===== src/rtl/keypad_pkg.sv =====
// Shared definitions for the matrix keypad scanner: event polarity, scan FSM
// encoding and index/width helpers.
package keypad_pkg;

    localparam logic EV_RELEASE = 1'b0;
    localparam logic EV_PRESS   = 1'b1;

    typedef enum logic [1:0] {
        SETTLE = 2'd0,
        EVAL   = 2'd1,
        NEXT   = 2'd2
    } scan_state_e;

    // Index width that never collapses to zero, so single-entry ranges still get a bit.
    function automatic int idx_width(input int n);
        return (n > 1) ? $clog2(n) : 1;
    endfunction

    function automatic int key_index(input int row, input int col, input int cols);
        return row * cols + col;
    endfunction

endpackage


===== src/rtl/event_fifo.sv =====
// Synchronous FIFO with a registered head word; the head holds its last value
// while the queue is empty.
module event_fifo import keypad_pkg::*; #(
    parameter int WIDTH = 8,
    parameter int DEPTH = 8
) (
    input  logic             clk,
    input  logic             rst_n,
    input  logic             push,
    input  logic [WIDTH-1:0] push_data,
    input  logic             pop,
    output logic             full,
    output logic             empty,
    output logic [WIDTH-1:0] head
);

    localparam int PW = idx_width(DEPTH);

    logic [WIDTH-1:0] mem [DEPTH];
    logic [PW-1:0]    wr_ptr_q, wr_ptr_d;
    logic [PW-1:0]    rd_ptr_q, rd_ptr_d;
    logic [PW:0]      count_q, count_d;
    logic [WIDTH-1:0] head_q, head_d;
    logic             do_push;
    logic             do_pop;

    assign full    = (count_q == (PW+1)'(DEPTH));
    assign empty   = (count_q == '0);
    assign head    = head_q;
    assign do_pop  = pop && !empty;
    assign do_push = push && (!full || do_pop);

    // The head copy is refreshed only on a push into an empty queue or on a pop.
    always_comb begin
        wr_ptr_d = wr_ptr_q;
        rd_ptr_d = rd_ptr_q;
        head_d   = head_q;
        count_d  = count_q + (PW+1)'(do_push) - (PW+1)'(do_pop);
        if (do_push) begin
            wr_ptr_d = wr_ptr_q + 1'b1;
        end
        if (do_pop) begin
            rd_ptr_d = rd_ptr_q + 1'b1;
        end
        if (do_push && (empty || (do_pop && count_q == (PW+1)'(1)))) begin
            head_d = push_data;
        end else if (do_pop && count_q > (PW+1)'(1)) begin
            head_d = mem[rd_ptr_d];
        end
    end

    always_ff @(posedge clk) begin
        if (do_push) begin
            mem[wr_ptr_q] <= push_data;
        end
    end

    always_ff @(posedge clk or negedge rst_n) begin
        if (!rst_n) begin
            wr_ptr_q <= '0;
            rd_ptr_q <= '0;
            count_q  <= '0;
            head_q   <= '0;
        end else begin
            wr_ptr_q <= wr_ptr_d;
            rd_ptr_q <= rd_ptr_d;
            count_q  <= count_d;
            head_q   <= head_d;
        end
    end

endmodule


===== src/rtl/keypad_scanner.sv =====
// Parametrised matrix keypad scanner with per-key debounce and a press/release
// event queue; debounced levels are also exported directly.
module keypad_scanner import keypad_pkg::*; #(
    parameter  int ROWS       = 4,
    parameter  int COLS       = 4,
    parameter  int SCAN_DIV   = 50000,
    parameter  int DEB_SCANS  = 4,
    parameter  int FIFO_DEPTH = 8,
    localparam int KW         = idx_width(ROWS * COLS)
) (
    input  logic                 clk,
    input  logic                 rst_n,
    input  logic [ROWS-1:0]      kb_row,
    output logic [COLS-1:0]      kb_col,
    output logic [ROWS*COLS-1:0] key_state,
    output logic                 ev_valid,
    input  logic                 ev_ready,
    output logic [KW-1:0]        ev_code,
    output logic                 ev_press,
    output logic                 ev_overflow,
    input  logic                 ev_clr
);

    localparam int NK  = ROWS * COLS;
    localparam int CW  = idx_width(COLS);
    localparam int RW  = idx_width(ROWS);
    localparam int DW  = idx_width(SCAN_DIV);
    localparam int DCW = $clog2(DEB_SCANS + 1);

    logic [ROWS-1:0] sync1_q, sync2_q;
    scan_state_e     state_q, state_d;
    logic [CW-1:0]   col_q, col_d;
    logic [DW-1:0]   div_q, div_d;
    logic [RW-1:0]   row_q, row_d;
    logic [ROWS-1:0] sample_q, sample_d;
    logic [NK-1:0]   key_state_q, key_state_d;
    logic [DCW-1:0]  deb_cnt_q [NK];
    logic [DCW-1:0]  deb_cnt_d [NK];
    logic [KW-1:0]   key_idx;
    logic            push;
    logic [KW:0]     push_data;
    logic            fifo_full, fifo_empty;
    logic [KW:0]     fifo_head;
    logic            drop;
    logic            ov_q, ov_d;

    event_fifo #(
        .WIDTH (KW + 1),
        .DEPTH (FIFO_DEPTH)
    ) u_fifo (
        .clk       (clk),
        .rst_n     (rst_n),
        .push      (push),
        .push_data (push_data),
        .pop       (ev_ready),
        .full      (fifo_full),
        .empty     (fifo_empty),
        .head      (fifo_head)
    );

    assign key_state   = key_state_q;
    assign ev_valid    = !fifo_empty;
    assign ev_code     = fifo_head[KW:1];
    assign ev_press    = fifo_head[0];
    assign ev_overflow = ov_q;
    assign drop        = push && fifo_full && !(ev_ready && !fifo_empty);

    always_comb begin
        kb_col        = '1;
        kb_col[col_q] = 1'b0;
    end

    // Rows are active-low on the pins; samples are stored as 1 = pressed.
    always_comb begin
        state_d     = state_q;
        col_d       = col_q;
        div_d       = div_q;
        row_d       = row_q;
        sample_d    = sample_q;
        key_state_d = key_state_q;
        deb_cnt_d   = deb_cnt_q;
        push        = 1'b0;
        push_data   = '0;
        key_idx     = KW'(key_index(int'(row_q), int'(col_q), COLS));
        case (state_q)
            SETTLE: begin
                if (div_q == DW'(SCAN_DIV - 1)) begin
                    sample_d = ~sync2_q;
                    row_d    = '0;
                    state_d  = EVAL;
                end else begin
                    div_d = div_q + 1'b1;
                end
            end
            EVAL: begin
                if (sample_q[row_q] != key_state_q[key_idx]) begin
                    if (deb_cnt_q[key_idx] == DCW'(DEB_SCANS - 1)) begin
                        key_state_d[key_idx] = sample_q[row_q];
                        deb_cnt_d[key_idx]   = '0;
                        push                 = 1'b1;
                        push_data            = {key_idx, sample_q[row_q]};
                    end else begin
                        deb_cnt_d[key_idx] = deb_cnt_q[key_idx] + 1'b1;
                    end
                end else begin
                    deb_cnt_d[key_idx] = '0;
                end
                if (row_q == RW'(ROWS - 1)) begin
                    state_d = NEXT;
                end else begin
                    row_d = row_q + 1'b1;
                end
            end
            NEXT: begin
                col_d   = (col_q == CW'(COLS - 1)) ? '0 : col_q + 1'b1;
                div_d   = '0;
                state_d = SETTLE;
            end
            default: state_d = SETTLE;
        endcase
    end

    // A dropped event wins over a same-cycle clear so the loss is never hidden.
    always_comb begin
        ov_d = ov_q;
        if (ev_clr) begin
            ov_d = 1'b0;
        end
        if (drop) begin
            ov_d = 1'b1;
        end
    end

    always_ff @(posedge clk or negedge rst_n) begin
        if (!rst_n) begin
            sync1_q     <= '1;
            sync2_q     <= '1;
            state_q     <= SETTLE;
            col_q       <= '0;
            div_q       <= '0;
            row_q       <= '0;
            sample_q    <= '0;
            key_state_q <= '0;
            ov_q        <= 1'b0;
            for (int i = 0; i < NK; i++) begin
                deb_cnt_q[i] <= '0;
            end
        end else begin
            sync1_q     <= kb_row;
            sync2_q     <= sync1_q;
            state_q     <= state_d;
            col_q       <= col_d;
            div_q       <= div_d;
            row_q       <= row_d;
            sample_q    <= sample_d;
            key_state_q <= key_state_d;
            ov_q        <= ov_d;
            deb_cnt_q   <= deb_cnt_d;
        end
    end

endmodule


===== config.mk =====
export PLATFORM = sky130hd
export DESIGN_NAME = keypad_scanner
export DESIGN_NICKNAME = d
export VERILOG_FILES = /design/src/rtl/keypad_pkg.sv /design/src/rtl/event_fifo.sv /design/src/rtl/keypad_scanner.sv
export SDC_FILE = /design/constraint.sdc
export NUM_CORES = 1
export LEC_CHECK = 0
export BUFFER_PORTS_ARGS = -buffer_cell sky130_fd_sc_hd__buf_2
export CAP_MARGIN = 15
export CORE_MARGIN = 3
export CORE_UTILIZATION = 50
export CTS_CLUSTER_DIAMETER = 80
export DETAILED_ROUTE_END_ITERATION = 12
export PLACE_DENSITY = 0.67
export SKIP_CTS_REPAIR_TIMING = 1
export SYNTH_ARGS = -nofsm -noshare
export SYNTH_HDL_FRONTEND = slang
export SYNTH_HIERARCHICAL = 1
export SYNTH_SLANG_ARGS = --single-unit

===== constraint.sdc =====
create_clock -name clk -period 7 [get_ports clk]
set_clock_uncertainty 0.2 [all_clocks]
set_input_delay 0.35 -clock clk [delete_from_list [all_inputs] [get_ports clk]]
set_output_delay 0.35 -clock clk [all_outputs]
set_load 0.01 [all_outputs]

==> impl_metrics.json, run 1 <==
{
  "status": "completed",
  "synth_sequential_area_ratio": 0.527,
  "port_buffers": 34,
  "avgSynthCellArea_um2": 11.6,
  "cts_made_buffers": 17,
  "finalSetupTns_ns": 0,
  "pwr-share-comb": 0.126,
  "synth_enable_flop_cells": 40,
  "dp.final_hpwl_um": 11900,
  "antenna-diode-count": 0,
  "timing_max_transition_violations_final": 0,
  "power.switching_mw": 0.526,
  "final_nets": 717,
  "start_util": 0.521,
  "power_mw": 2.09,
  "clock_pin_slew_worst_setup_and_hold_paths_ns": 0.06,
  "synth_fa_ha_area_frac": 0.0334,
  "sequential_cell_area_um2": 4060,
  "layout_commonest_cell": "dfrtp_1",
  "p_leak_nw": 3.62,
  "htree_levels": 4,
  "fp.dieArea_um2": 16900,
  "synth_ff_type": "dfrtp_1",
  "avgRoutedWirePerCell_um": 19.5,
  "cap_viol_max_count": 0,
  "irDropWorstVdd_mv": 0.168,
  "mappedNetlistArea_um2": 7710,
  "synthArstFlopShare": 0.740,
  "worst_slew_margin_rel": 0.249,
  "worst_setup_path_start_kind": "flop",
  "worst_pin_slew_ns": 1.13,
  "globalRouteOverflowTotal": 0,
  "cts_num_sinks": 154,
  "critPathTopFamily": "XOR/XNOR gates",
  "criticalPathCategory": "reg -> reg",
  "critical_path.cell_chain": "mux4_2, mux2i_4, mux2_4, xnor2_4, nor2b_1, or2_2, inv_1, a21o_1, ha_1, inv_1, fa_1, xnor2_1",
  "final_cell_area_um2": 8530,
  "detailedRoute.firstIterationViolations": 592,
  "cp_common_cell": "inv_1",
  "final_layout_size_suffix_gt1_frac": 0.179,
  "fp.dieW_um": 130,
  "num_rows": 44,
  "synth_mux_area_frac": 0.130,
  "critical-path-max-stage-delay_ns": 0.94,
  "setup_repair_after_global_routing_missed_its_margin": "false",
  "first_pass_iters": 6,
  "power_per_cell_area_nw_per_um2": 245,
  "period_minus_slack_ns": 4.65,
  "pre_cts_slack_ns": 2.35,
  "antenna_violations_before_repair": 0,
  "regToRegSetupSlack_ns": 2.35,
  "critPathArrivalTime_ns": 4.76,
  "clk-insertion-delay-late_ns": 0.42,
  "final.fill_count": 1210,
  "clock_tree.buffer_depth": 2,
  "sw_frac": 0.251,
  "cts_tree": "yes",
  "vias_per_cell": 6.10,
  "clock_power_share": 0.402,
  "vias": 5403,
  "placed_cell_area_um2": 7920,
  "coreArea_um2": 14800,
  "postLayoutCoreUtil": 0.576,
  "hold_class": "in -> reg",
  "maximum_number_of_pins_on_one_net_before_global_route_repair": 63,
  "syn_nets": 694,
  "yosys_warnings": 6,
  "die_h_um": 130,
  "timing.final.ws_setup_ns": 2.35,
  "synth-xor-area-share": 0.0148,
  "worst_ep_required_time_ns": 7.10,
  "worstPathMaxFanout": 37,
  "synthSimpleGateAreaFrac": 0.126,
  "synth_cell_types": 67,
  "route.final.wire_length_um": 17200,
  "cts.root.buffer_cell": "clkbuf_16",
  "timing.final.setup_violations": 0,
  "synth_top_family_by_area": "multiplexers",
  "buffering_stage_count_on_the_worst_path_with_inverters_included": 2,
  "syn2layout_area_growth_pct": 10.7,
  "place.detailed.instances": 847,
  "hold-worst-slack_ns": 0.142,
  "most-common-layout-cells": "106 x dfrtp_1, 105 x nand2_1, 40 x edfxtp_1, 37 x o21ai_1, 33 x buf_2",
  "grt_usage": 0.218,
  "worst_setup_path_end_kind": "flop",
  "antenna_violating_nets_post_route": 0,
  "synth_compound_area_frac": 0.129,
  "report.final.hold_viol_count": 0,
  "drc": 0,
  "design.portCount": 35,
  "power.internal_mw": 1.57,
  "syn-instance-count": 666,
  "gp_routability_congestion": 0.877,
  "number_of_global_route_vias_before_repair": 5272,
  "maxClockFrequency_ghz": 0.215,
  "cpMaxStageDelayCell": "dfrtp_1",
  "synth.ff_latch_count": 154,
  "final_min_period_over_clock_period": 0.665,
  "pwr-share-seq": 0.473,
  "layoutNonFillerInstCount": 886,
  "multi_input_comb_area_um2": 3340,
  "global_route_wire_length_before_repair_um": 28400
}
==> metal layers <==
layer | part of all wire | vias up | GRT usage
li1 | - | 2490 | -
met1 | 0.46 | 2704 | 0.311
met2 | 0.46 | 184 | 0.330
met3 | 0.065 | 25 | 0.0573
met4 | 0.013 | 0 | 0.0685
met5 | 0 | - | 0
==> cell families after synthesis <==
group	after synthesis
fa+ha+maj	20
simple gates	207
flops	154
buf+inv	65
xor+xnor	10
mux	61
compound gates	149
==> cells in the mapped netlist, types with 2 or more instances <==
cell,n,area share
a22oi_1,2,0.0019
nand3_1,20,0.013
mux2i_1,22,0.029
o31ai_2,6,0.0097
a22o_1,2,0.0023
mux2_2,7,0.010
nor3_1,10,0.0065
dfrtp_1,106,0.34
inv_1,24,0.012
mux4_2,29,0.085
nand4_1,2,0.0016
o221ai_1,5,0.0057
and3_1,7,0.0057
ha_1,19,0.031
and2_1,7,0.0057
o21ai_1,37,0.024
a31oi_1,13,0.011
a21o_1,3,0.0029
a222oi_1,5,0.0065
buf_6,7,0.010
xnor2_1,6,0.0068
nor4_1,2,0.0016
nand2_1,105,0.051
xor2_1,2,0.0023
edfxtp_1,40,0.16
nor2b_1,2,0.0016
o41a_1,2,0.0029
o21ai_0,20,0.013
buf_1,5,0.0024
nor2_1,31,0.015
nand2b_1,5,0.0041
or2_2,2,0.0016
clkbuf_1,20,0.0097
nand4bb_1,2,0.0029
buf_2,6,0.0039
dfstp_2,8,0.027
o31ai_1,27,0.026
a21oi_1,19,0.012
==> power by group through the flow <==
stage          logic [mW]  registers [mW]  clock network [mW]
4_1_cts             0.262           0.990               0.854
3_3_place_gp        0.247            1.00                   0
6_report            0.263           0.989               0.841
3_5_place_dp        0.261            1.01                   0
5_1_grt             0.289           0.996               0.895
2_1_floorplan       0.232           0.979                   0
==> final timing paths <==
| kind | from | end | depth (start not counted) |
|---|---|---|---|
| max in group asynchronous | rst_n | sample_q[1] | 3 |
| hold reg to reg | sync1_q[2] | sync2_q[2] | 0 |
| setup / recovery | col_q[1] | u_fifo/count_q[2] | 12 |
| setup reg to reg | col_q[1] | u_fifo/count_q[2] | 12 |
| min in group asynchronous | rst_n | key_state[12] | 2 |
| hold / removal | ev_ready | ev_overflow | 4 |
==> area by class of cell <==
cell class / instances / share of cell area
Timing Repair Buffer: 43 / 0.0299
Clock inverter: 6 / 0.00440
Tap cell: 184 / 0.0270
Inverter: 26 / 0.0114
Multi-Input combinational cell: 447 / 0.391
Clock buffer: 26 / 0.0598
Sequential cell: 154 / 0.476
==> sequential cells by signal (all words and copies together), names as in the netlist, 3 cells and up <==
signal,flops
deb_cnt_q,48
div_q,16
key_state,16
sample_q,4
sync1_q,4
sync2_q,4
u_fifo/count_q,4
u_fifo/head,5
u_fifo/mem,40
u_fifo/rd_ptr_q,3
u_fifo/wr_ptr_q,3
==> worst min-delay path: stages <==
cell	delay, ns
buf_2	0.15
nand2_1	0.07
nand3_1	0.08
o22ai_1	0.06
(Power assumes the default switching activity.)
==> run 2, diff against run 1 <==
--- a/config.mk
+++ b/config.mk
@@ -5,13 +5,14 @@
 export SDC_FILE = /design/constraint.sdc
 export NUM_CORES = 1
 export LEC_CHECK = 0
+export ABC_AREA = 1
 export BUFFER_PORTS_ARGS = -buffer_cell sky130_fd_sc_hd__buf_2
 export CAP_MARGIN = 15
 export CORE_MARGIN = 3
 export CORE_UTILIZATION = 50
 export CTS_CLUSTER_DIAMETER = 80
 export DETAILED_ROUTE_END_ITERATION = 12
-export PLACE_DENSITY = 0.67
+export PLACE_DENSITY = 0.69
 export SKIP_CTS_REPAIR_TIMING = 1
 export SYNTH_ARGS = -nofsm -noshare
 export SYNTH_HDL_FRONTEND = slang
==> constraint.sdc (replaced) <==
create_clock -name clk -period 4.2 [get_ports clk]
set_clock_uncertainty 0.2 [all_clocks]
set_input_delay 0.21 -clock clk [delete_from_list [all_inputs] [get_ports clk]]
set_output_delay 0.21 -clock clk [all_outputs]
set_load 0.01 [all_outputs]
==> impl_metrics.json, run 2 <==
{
  "status": "completed",
  "regToRegSetupSlack_ns": 0.58,
  "port_buffers": 34,
  "report.final.hold_viol_count": 0,
  "synth_sequential_area_ratio": 0.428,
  "synth_enable_flop_cells": 40,
  "dp.final_hpwl_um": 17200,
  "htree_levels": 4,
  "cts_num_sinks": 154,
  "fp.dieW_um": 144,
  "route.final.wire_length_um": 25000,
  "critical-path-max-stage-delay_ns": 0.39,
  "detailedRoute.firstIterationViolations": 746,
  "vias_per_cell": 5.54,
  "number_of_global_route_vias_before_repair": 7957,
  "detailroute.wirelength.met2_um": 11800,
  "setup_repair_after_global_routing_missed_its_margin": "false",
  "largest-register": "deb_cnt_q",
  "global_route_wire_length_before_repair_um": 40900,
  "clock_tree.buffer_depth": 2,
  "clock_power_share": 0.371,
  "placed_cell_area_um2": 9760,
  "worst_ep_required_time_ns": 4.11,
  "first_pass_iters": 5,
  "top_regs": "deb_cnt_q x48, u_fifo/mem x40",
  "avgRoutedWirePerCell_um": 16.2,
  "power_per_cell_area_nw_per_um2": 369,
  "timing.final.setup_violations": 0,
  "ys_top_cells_by_count": "405 x nand2_1, 194 x nand3_1, 153 x inv_1, 106 x dfrtp_1, 82 x o21ai_0",
  "start_util": 0.518,
  "worst_slew_margin_rel": 0.372,
  "final_nets": 1326,
  "met3_wirelength_um": 1370,
  "design.portCount": 35,
  "top_post_synthesis_cells_by_area": "dfrtp_1 28%, nand2_1 16%, edfxtp_1 13%",
  "most-common-layout-cells": "405 x nand2_1, 194 x nand3_1, 153 x inv_1, 106 x dfrtp_1, 82 x o21ai_0",
  "worst_setup_path_end_kind": "flop",
  "max_reg_flops": 48,
  "clock_pin_slew_worst_setup_and_hold_paths_ns": 0.07,
  "netlist.top_cell.by_area": "dfrtp_1",
  "cell_with_the_most_instances_after_synthesis": "nand2_1",
  "die_h_um": 144,
  "gp_routability_congestion": 0.914,
  "coreArea_um2": 18300,
  "vias": 8524,
  "antenna-diode-count": 0,
  "power.switching_mw": 1.19,
  "sw_frac": 0.312,
  "cts.root.buffer_cell": "clkbuf_16",
  "final_cell_area_um2": 10400,
  "mappedNetlistArea_um2": 9500,
  "irDropWorstVdd_mv": 0.269,
  "timing_max_transition_violations_final": 0,
  "grt_usage": 0.252,
  "top_layer": "met4",
  "hold_class": "in -> async",
  "antenna_violating_nets_post_route": 0,
  "worst_setup_path_start_kind": "flop",
  "final.fill_count": 1766,
  "synthArstFlopShare": 0.740,
  "final_layout_size_suffix_gt1_frac": 0.108,
  "final_min_period_over_clock_period": 0.863,
  "antenna_violations_before_repair": 0,
  "synth.ff_latch_count": 154,
  "synth_cell_types": 47,
  "maxClockFrequency_ghz": 0.276,
  "synth_top_area_frac": 0.279,
  "detail_route.wirelength.met1_um": 11300,
  "syn_nets": 1310,
  "cts_tree": "yes",
  "pwr-share-seq": 0.431,
  "layout_commonest_cell": "nand2_1",
  "worstPathMaxFanout": 32,
  "pwr-share-comb": 0.198,
  "yosys_warnings": 6,
  "p_leak_nw": 4.96,
  "postLayoutCoreUtil": 0.566,
  "power.internal_mw": 2.63,
  "avgSynthCellArea_um2": 7.41,
  "multi_input_comb_area_um2": 4500,
  "globalRouteOverflowTotal": 0,
  "clk-insertion-delay-late_ns": 0.43,
  "critical_path.cell_chain": "inv_2, o21ai_0, nand3_1, nand3_1, nand2_1, ha_1, ha_2, clkinv_1, nor2_1, nand2_1, inv_1, a21boi_2, buf_4, inv_2, or2_4, nor2_2",
  "synth_ff_type": "dfrtp_1",
  "syn2layout_area_growth_pct": 9.08,
  "syn-instance-count": 1282,
  "maximum_number_of_pins_on_one_net_before_global_route_repair": 81,
  "num_rows": 49,
  "ff2ff_path_depth": 16,
  "drc": 0,
  "cpMaxStageDelayCell": "dfrtp_1",
  "finalSetupTns_ns": 0,
  "cts_made_buffers": 17,
  "period_minus_slack_ns": 3.62,
  "sequential_cell_area_um2": 4060,
  "cap_viol_max_count": 0,
  "critPathArrivalTime_ns": 3.53,
  "fp.dieArea_um2": 20700,
  "worst_pin_slew_ns": 0.942,
  "criticalPathCategory": "reg -> reg"
}
==> run 2: cell types whose count changed after synthesis, moves of 29 or more <==
cell     delta
inv_1     +129
nand3_1   +174
nand2_1   +300
o21ai_0    +62
nor2_1     +29
mux4_2     -29
==> run 2: per-layer routing <==
layer | GRT usage | vias up
met1 | 0.344 | 4005
met3 | 0.0443 | 42
met4 | 0.0857 | 0
met5 | 0 | -
met2 | 0.407 | 282
li1 | - | 4195
==> run 2: path summary, 6_finish.rpt <==
kind,startpoint,end
max,col_q[0],u_fifo/mem[6][2]
min,rst_n,ev_overflow
max reg2reg,col_q[0],u_fifo/mem[6][2]
min reg2reg,sync1_q[2],sync2_q[2]
max in group asynchronous,rst_n,col_q[1]
min in group clk,ev_ready,ev_overflow
==> run 2: cells by family (layout without fill, tap and decap cells) <==
| kind of cell | after synthesis | in the layout | share of synthesized area |
|---|---|---|---|
| compound gates | 159 | 159 | 0.0962 |
| xor+xnor | 6 | 6 | 0.00553 |
| buf+inv | 223 | 252 | 0.0995 |
| flops | 154 | 154 | 0.428 |
| simple gates | 720 | 720 | 0.344 |
| fa+ha+maj | 20 | 20 | 0.0271 |
==> run 2: critical path, delay by kind of cell, from the launching register on <==
| family | cells | cell delay (ns) |
|---|---|---|
| AND/OR/NAND/NOR | 7 | 1.17 |
| flip-flops | 1 | 0.39 |
| buffers and inverters | 5 | 0.80 |
| adder cells (fa/ha/maj) | 2 | 0.32 |
| AO/OA/AOI/OAI | 2 | 0.42 |
==> run 2: power by group through the flow <==
stage / combinational (mW) / sequential, mW / clock [mW]
global placement: 0.732 / 1.68 / 0
global route: 0.834 / 1.66 / 1.52
finish: 0.757 / 1.65 / 1.42
detailed placement: 0.745 / 1.68 / 0
floorplan: 0.594 / 1.68 / 0
CTS: 0.749 / 1.65 / 1.45
==> run 2: final cells by class <==
cell class	instances	share of cell area
Inverter	165	0.0605
Multi-Input combinational cell	905	0.434
Sequential cell	154	0.392
Clock inverter	15	0.0113
Tap cell	229	0.0276
Timing Repair Buffer	55	0.0333
Clock buffer	17	0.0410
==> run 2: metrics by stage <==
stage | hold slack, ns | cells | setup slack, ns | power (mW)
floorplan | -0.286 | 1282 | 0.610 | 2.27
global placement | -0.00751 | 1502 | 0.704 | 2.41
detailed placement | -0.0105 | 1502 | 0.677 | 2.42
CTS | -0.479 | 1534 | 0.614 | 3.85
global route | 0.0655 | 1540 | 0.348 | 4.01
finish | 0.0575 | 1540 | 0.577 | 3.82
